File: src/rtl/hazard_stall_ctrl.sv
// Load-use bubble insertion and memory-wait pipeline freeze controller.
// Define HAZARD_STALL_CNT_EN to build the saturating stall performance counters.
module hazard_stall_ctrl #(
  parameter int ADDR_W   = 5,
  parameter int MAX_WAIT = 64,
  parameter int CNT_W    = 16
) (
  input  logic              clk_i,
  input  logic              rst_i,
  input  logic [ADDR_W-1:0] rs1_addr_id,
  input  logic [ADDR_W-1:0] rs2_addr_id,
  input  logic              memread_exe,
  input  logic [ADDR_W-1:0] rd_addr_exe,
  input  logic              mem_req,
  input  logic              mem_ack,
  output logic              pc_write,
  output logic              ifid_write,
  output logic              idex_bubble,
  output logic              freeze,
  output logic              mem_timeout,
  output logic [CNT_W-1:0]  lu_stall_cnt,
  output logic [CNT_W-1:0]  mem_stall_cnt
);

  localparam int WCNT_W = $clog2(MAX_WAIT + 1);

  typedef enum logic [1:0] {
    IDLE  = 2'd0,
    WAIT  = 2'd1,
    ERROR = 2'd2
  } state_t;

  state_t              state_q;
  logic [WCNT_W-1:0]   wait_cnt_q;
  logic                mem_timeout_q;
  logic                freeze_d;
  logic                load_use_d;

  always_comb begin
    freeze_d = 1'b0;
    unique case (state_q)
      IDLE:    freeze_d = mem_req & ~mem_ack;
      WAIT:    freeze_d = ~mem_ack;
      ERROR:   freeze_d = 1'b1;
      default: freeze_d = 1'b0;
    endcase
  end

  // x0 is hardwired to zero, so a load targeting it can never be a hazard.
  assign load_use_d = memread_exe && (rd_addr_exe != '0) &&
                      ((rd_addr_exe == rs1_addr_id) || (rd_addr_exe == rs2_addr_id));

  always_comb begin
    pc_write    = 1'b1;
    ifid_write  = 1'b1;
    idex_bubble = 1'b0;
    freeze      = 1'b0;
    if (!rst_i) begin
      pc_write    = 1'b0;
      ifid_write  = 1'b0;
      idex_bubble = 1'b1;
    end else if (freeze_d) begin
      pc_write    = 1'b0;
      ifid_write  = 1'b0;
      freeze      = 1'b1;
    end else if (load_use_d) begin
      pc_write    = 1'b0;
      ifid_write  = 1'b0;
      idex_bubble = 1'b1;
    end
  end

  always_ff @(posedge clk_i) begin
    if (!rst_i) begin
      state_q       <= IDLE;
      wait_cnt_q    <= '0;
      mem_timeout_q <= 1'b0;
    end else begin
      unique case (state_q)
        IDLE: begin
          if (mem_req && !mem_ack) begin
            state_q    <= WAIT;
            wait_cnt_q <= WCNT_W'(1);
          end
        end
        WAIT: begin
          if (mem_ack) begin
            state_q <= IDLE;
          end else if (wait_cnt_q == WCNT_W'(MAX_WAIT)) begin
            state_q       <= ERROR;
            mem_timeout_q <= 1'b1;
          end else begin
            wait_cnt_q <= wait_cnt_q + WCNT_W'(1);
          end
        end
        ERROR:   state_q <= ERROR;
        default: state_q <= IDLE;
      endcase
    end
  end

  assign mem_timeout = mem_timeout_q;

`ifdef HAZARD_STALL_CNT_EN
  logic [CNT_W-1:0] lu_cnt_q;
  logic [CNT_W-1:0] mem_cnt_q;

  // Outputs already reflect reset, so only active cycles reach the counters.
  always_ff @(posedge clk_i) begin
    if (!rst_i) begin
      lu_cnt_q  <= '0;
      mem_cnt_q <= '0;
    end else begin
      if (idex_bubble && (lu_cnt_q != '1))
        lu_cnt_q <= lu_cnt_q + CNT_W'(1);
      if (freeze && (mem_cnt_q != '1))
        mem_cnt_q <= mem_cnt_q + CNT_W'(1);
    end
  end

  assign lu_stall_cnt  = lu_cnt_q;
  assign mem_stall_cnt = mem_cnt_q;
`else
  assign lu_stall_cnt  = '0;
  assign mem_stall_cnt = '0;
`endif

endmodule

File: config.mk
export PLATFORM = sky130hd
export DESIGN_NAME = hazard_stall_ctrl
export DESIGN_NICKNAME = d
export VERILOG_FILES = /design/src/rtl/hazard_stall_ctrl.sv
export SDC_FILE = /design/constraint.sdc
export NUM_CORES = 1
export LEC_CHECK = 0
export CAP_MARGIN = 20
export CORE_MARGIN = 2
export CORE_UTILIZATION = 37
export DETAILED_ROUTE_END_ITERATION = 10
export PLACE_DENSITY = 0.85
export SLEW_MARGIN = 20
export SYNTH_ARGS = -nofsm -noshare
export SYNTH_HDL_FRONTEND = slang
export SYNTH_SLANG_ARGS = --single-unit
File: constraint.sdc
create_clock -name clk_i -period 1.9 [get_ports clk_i]
set_input_delay 0.38 -clock clk_i [delete_from_list [all_inputs] [get_ports clk_i]]
set_output_delay 0.38 -clock clk_i [all_outputs]
set_load 0.05 [all_outputs]
==> run summary, run 1 <==
prevailing post-synth register cell - dfxtp_1
post-synthesis mux area share - 0
vias per cell - 4.58
ANT nets after route - 0
Die H - 54.5 um
Post-Syn Area - 942 um^2
Initial DRT Pass Iterations - 4
final std cells w/o fill - 179
Clock transition at path regs - 0.07 ns
DRT iter0 DRCs - 9
combinational family with the most area after synthesis - buffers and inverters
Hold Buf Count CTS - 0
Die Area - 2970 um^2
Synth cell types - 31
IO Count - 57
GR Layer Usage met1 - 0.129
Seq cells post-synth - 10
drc violations - 0
worst rel slew slack - 0.668
Crit. End Element - primary output
failing checks - setup timing
Clk pwr share - 0.271
largest net degree at the start of global routing - 9
vias - 819
Clock Sink Count - 10
Total Power - 0.000725 W
Worst setup SP type - input port
sw frac - 0.423
first-pass GRT wire length - 3280 um
ant diodes - 0
Clock Tree Root - clkbuf_4
fin worst setup slack - -0.0494 ns
nets - 172
Global Route met2 Usage - 0.321
most frequent cell after synthesis - buf_4
GRT met3 Usage - 0.0492
CTS max path bufs - 2
synthesis warning total - 0
initial antenna violation count - 0
post-synthesis sequential area ratio - 0.212
compound-gate portion of the synthesized area - 0.183
GRT busiest layer - met2
TritonCTS clock tree - yes
post-synthesis xor/xnor area fraction - 0.0930
worst-path fanout max - 3
Max Slew Vio Count - 0
Period minus WS final - 1.95 ns
Synth Area per Inst - 8.12 um^2
Tcrit/Tclk final - 1.03
adder-cell share of the synthesized area - 0.0266
Max Fclk - 0.513 GHz
port buffer count - 24
post-place setup slack - -0.463 ns
max cap viols - 0
WL final - 2060 um
share of cells above drive strength 1 - 0.275
pwr/cell area - 568 nW/um^2
Post-Place Cells - 174
hpwl dp - 1660 um
Routed wire per std cell - 11.5 um
gr usage total - 0.152
Max Clock Skew - 0.00494 ns
CTS buffer count - 3
Setup CP Type - input port to primary output
Area Growth Syn to Fin - 35.5%
Die Wd - 54.5 um
Initial Util - 0.384
HP Class - flip-flop to flip-flop
total negative setup slack - -0.105 ns
Clock Latency Late Sink - 0.27 ns
EDFF count, synth - 0
Reg area - 200 um^2
Req. time, crit path - 1.52 ns
fill cell count - 240
vias in the first global route - 851
top cell type's share of synthesized area - 0.263
grt ovf - 0
unrepaired setup endpoints after global routing - true
Comb pwr share - 0.432
Post-Synth Simple-Gate Area - 0.198
Synth area leaders - buf_4, dfxtp_1, xor2_1, o221a_1, nand2_1
core box area - 2450 um^2
VDD IR max - 0.483 mV
critical path arrival - 1.57 ns
area of the multi-input gates - 666 um^2
status - finished with violations
worst slew pin tran - 0.497 ns
Synth top cells by count - buf_4, dfxtp_1, nand2_1, nor2_1, xor2_1
Fin. Hold Viols - 0
Async S/R FF share, synth - 0
post-place instance area - 1190 um^2
Net Sw Power - 0.000307 W
largest area contributor in the netlist - buf_4
cell area after layout - 1280 um^2
final count of negative-setup-slack endpoints - 3
Cell Rows - 18
Leak Pwr - 0.535 nW
Routability Congestion - 0.853
Seq pwr share - 0.297
Int Pwr - 0.000418 W
Mapped Cells - 116
# H-tree levels - 1
[power groups by stage]
stage               Clock [W]  Combinational, W  Sequential, W
global placement            0          0.000299       0.000220
finish               0.000196          0.000313       0.000215
floorplan                   0          0.000266       0.000219
CTS                  0.000200          0.000305       0.000215
global route         0.000209          0.000330       0.000216
detailed placement          0          0.000305       0.000220
[layer usage]
layer | part of all wire | wire length, um | up-vias
met4 | 0.0039 | 8 | 0
met3 | 0.10 | 216 | 2
li1 | - | - | 395
met5 | 0 | 0 | -
met1 | 0.34 | 698 | 376
met2 | 0.55 | 1140 | 46
[timing repair]
item	in CTS	in global routing
setup endpoints to repair	4	4
setup buffers	1	0
resized for setup	40	13
pin swaps	15	15
[per-stage QoR]
stage                     hold slack [ns]  utilization
after global routing                0.494        0.520
after detailed placement            0.459        0.485
after CTS                           0.481        0.506
after floorplan                     0.471            -
final                               0.479        0.520
after global placement              0.454        0.485
[logic make-up (layout without fill, tap and decap cells)]
family | Yosys count | count (layout)
AOI/OAI and AO/OA | 19 | 19
other | 1 | 32
adders and majority gates | 2 | 2
xor gates and xnor gates | 10 | 10
buffers and inverters | 38 | 40
DFF | 10 | 10
and+or+nand+nor | 36 | 36
[cells in the final DEF (no fill, tap or decap), types with 2 or more instances in the layout]
cell type | netlist | routed
ha_1 | 2 | 2
nor3_2 | 1 | 3
inv_1 | 4 | 4
dlygate4sd2_1 | 0 | 5
o21ai_0 | 3 | 3
nand3_1 | 3 | 3
o221a_1 | 5 | 5
xor2_1 | 10 | 9
clkdlybuf4s50_1 | 0 | 3
buf_4 | 33 | 8
buf_6 | 0 | 2
clkbuf_4 | 0 | 3
nand2_1 | 10 | 9
buf_12 | 0 | 4
conb_1 | 1 | 32
dfxtp_1 | 10 | 10
buf_2 | 0 | 2
clkdlybuf4s15_1 | 0 | 7
o21a_1 | 2 | 2
nor2_1 | 10 | 9
[worst max-delay path, stage by stage]
cell and delay [ns]:
buf_6 0.10, or4_4 0.54, o21ai_4 0.14, o2111a_2 0.26
buf_12 0.15
[final timing paths]
check / startpoint / endpoint / slack [ns] / cells past startpoint
worst min-delay path: mem_timeout / mem_timeout / 0.48 / 1
worst max register to register: wait_cnt_q[0] / wait_cnt_q[6] / 0.23 / 6
worst min register to register: mem_timeout / mem_timeout / 0.48 / 1
worst max-delay path: rd_addr_exe[2] / ifid_write / -0.05 / 5
[sequential cells by signal (all words and copies together) (netlist names)]
name / flops
mem_timeout: 1
state_q: 2
wait_cnt_q: 7
[area by class of cell]
cell class,instances,share of cell area
multi-input cells,99,0.522
repair buffers,32,0.252
flip-flops and latches,10,0.157
well taps,30,0.0294
clock buffers,4,0.0284
inverters,4,0.0118
(Power assumes the default switching activity.)
==> inputs of run 2 (changes only) <==
==> constraint.sdc (replaced) <==
create_clock -name clk_i -period 1.9 [get_ports clk_i]
set_input_delay 0.38 -clock clk_i [delete_from_list [all_inputs] [get_ports clk_i]]
set_output_delay 0.38 -clock clk_i [all_outputs]
set_load 0.01 [all_outputs]
==> run 2 against run 1 <==
  * Sequential power barely moved
  * Via count rose by 6.3%
  * Register-to-register slack improved by 0.02 ns
  * Cell count rose by 3.4%
  * Clock power barely moved
  * Critical path depth rose by 1
  * Global-route usage rose by 0.11 points
  * The run now ends clean
==> run summary, run 2 (synthesis gave the netlist of run 1 again) <==
VDD IR max - 0.385 mV (-20%)
reg2reg setup slack - 0.25 ns (+0.02 ns)
HP Class - flip-flop to flip-flop
Fin. Hold Viols - 0 (unchanged)
Reg-to-Reg End - wait_cnt_q[4]
nets - 178 (+3.5%)
Die Area - 2970 um^2 (unchanged)
Net Sw Power - 0.000178 W (-42%)
Routed wire per std cell - 12.0 um (+4.2%)
Tcrit/Tclk final - 0.993 (-0.0328)
IO Count - 57 (unchanged)
Die H - 54.5 um (unchanged)
Area Growth Syn to Fin - 30.5%
CTS buffer count - 3 (unchanged)
slowest CP cell - o2111a_1
Setup CP Type - input port to primary output
critical path's top delay family - buffers and inverters
Int Pwr - 0.000402 W (-3.9%)
crit path to - ifid_write
port buffer count - 24 (unchanged)
vias per cell - 4.71 (+2.9%)
CP peak stage delay - 0.27 ns (-0.27 ns)
Buf/Inv on CP - 2 (unchanged)
initial antenna violation count - 0 (unchanged)
WL final - 2220 um (+7.7%)
Biggest register - wait_cnt_q
Max Clock Skew - 0.00591 ns (+0.000972 ns)
Cell Rows - 18 (unchanged)
vias - 871 (+6.3%)
CTS max path bufs - 2 (unchanged)
Req. time, crit path - 1.52 ns (about the same)
Worst R2R Start - wait_cnt_q[0]
Initial Util - 0.384 (unchanged)
grt ovf - 0 (unchanged)
Leak Pwr - 0.555 nW (+3.7%)
max reg flops - 7 (unchanged)
Die Wd - 54.5 um (unchanged)
max cap viols - 0 (unchanged)
Routability Congestion - 0.716 (-16%)
most common cell after layout, fill and taps aside - conb_1
final std cells w/o fill - 185 (+3.4%)
Period minus WS final - 1.89 ns (-0.0624 ns)
DRT iter0 DRCs - 33 (+24)
Clock transition at path regs - 0.07 ns (about the same)
worst-path fanout max - 2 (-1)
Clock Tree Root - clkbuf_4
ant diodes - 0 (unchanged)
final count of negative-setup-slack endpoints - 0 (-3)
Initial DRT Pass Iterations - 4 (unchanged)
Crit. End Element - primary output
Max Fclk - 0.530 GHz (+3.3%)
hpwl dp - 1700 um (+2.6%)
Max Slew Vio Count - 0 (unchanged)
most frequent cells in the layout - conb_1, buf_4, nand2_1, dfxtp_1
ANT nets after route - 0 (unchanged)
vias in the first global route - 758 (-11%)
Comb pwr share - 0.286 (-0.146)
share of cells above drive strength 1 - 0.284 (+0.00870)
Critical Path Start - rs1_addr_id[4]
Worst setup SP type - input port
Total Power - 0.000579 W (-20%)
largest net degree at the start of global routing - 9 (unchanged)
Critical Path, Cell by Cell - dlygate4sd2_1 -> xor2_1 -> nor3_2 -> a22oi_2 -> o2111a_1 -> buf_2
gr usage total - 0.153 (+0.00109)
Clock Sink Count - 10 (unchanged)
Post-Place Cells - 179 (+2.9%)
unrepaired setup endpoints after global routing - true
Clock Latency Late Sink - 0.28 ns (about the same)
critical path arrival - 1.51 ns (-0.06 ns)
sw frac - 0.307 (-0.116)
# H-tree levels - 1 (unchanged)
TritonCTS clock tree - yes
status - complete, no violations
drc violations - 0 (unchanged)
Reg2Reg Depth - 5 (-1)
WP depth - 6 (+1)
core box area - 2450 um^2 (unchanged)
Seq pwr share - 0.371 (+0.074)
first-pass GRT wire length - 3210 um (-2.3%)
Clk pwr share - 0.343 (+0.072)
pwr/cell area - 471 nW/um^2 (-17%)
[run 2: changes by cell type in the layout (fill, tap and decap cells not counted), sizes merged]
cell / before / now
buf: 16 / 22
clkdlybuf4s15: 7 / 2
dlygate4sd2: 5 / 9
dlymetal6s2s: 0 / 1
[run 2: routing by layer]
metal	routed length [um]	GRT usage	vias up
met5	0	0	-
met4	42	0.0958	0
met3	134	0.0355	4
met2	1100	0.245	41
met1	937	0.185	419
li1	-	-	407
[run 2: worst min path at each step]
| stage | startpoint | to | slack, ns | depth (start not counted) |
|---|---|---|---|---|
| after floorplan | wait_cnt_q[1] | wait_cnt_q[1] | 0.47 | 2 |
| after global placement | mem_timeout | mem_timeout | 0.46 | 1 |
| after detailed placement | mem_timeout | mem_timeout | 0.46 | 1 |
| after CTS | mem_timeout | mem_timeout | 0.48 | 1 |
| after global routing | mem_timeout | mem_timeout | 0.50 | 1 |
| final | mem_timeout | mem_timeout | 0.49 | 1 |
[run 2: worst reg2reg max path: stages (launching register included)]
cell and delay (ns):
dfxtp_1 0.37, inv_1 0.09, ha_1 0.20, nor2b_2 0.17, a311o_2 0.48, o221a_1 0.24
[run 2: metrics by stage]
step | hold WS, ns | cell area (um^2) | worst slack, ns | TNS, ns | utilization
6_report | 0.487 | 1230 | 0.0130 | 0 | 0.501
5_1_grt | 0.500 | 1230 | -0.0370 | -0.0846 | 0.501
4_1_cts | 0.485 | 1210 | 0.000813 | 0 | 0.493
3_5_place_dp | 0.455 | 1170 | -0.768 | -2.82 | 0.479
3_3_place_gp | 0.461 | 1170 | -0.764 | -2.78 | 0.479
2_1_floorplan | 0.471 | 1060 | 0.0918 | 0 | -
[run 2: repair_timing]
action / CTS / global route
hold buffers: 0 / 0
endpoints found under the setup margin: 4 / 3
resized for setup: 55 / 8
pin swaps: 17 / 9
setup buffers: 2 / 0
[run 2: power by group through the flow]
stage / sequential [W] / clock (W) / combinational [W]
floorplan: 0.000219 / 0 / 0.000130
global placement: 0.000219 / 0 / 0.000159
detailed placement: 0.000220 / 0 / 0.000163
CTS: 0.000215 / 0.000198 / 0.000159
global route: 0.000215 / 0.000213 / 0.000182
finish: 0.000215 / 0.000199 / 0.000166
[run 2: cell type report]
type / instances / area (um^2)
clock buffer: 4 / 36.3
fill: 233 / 1220
inverter: 4 / 15.0
multi-input combinational: 99 / 636
sequential: 10 / 200
tap: 30 / 37.5
timing repair buffer: 38 / 305
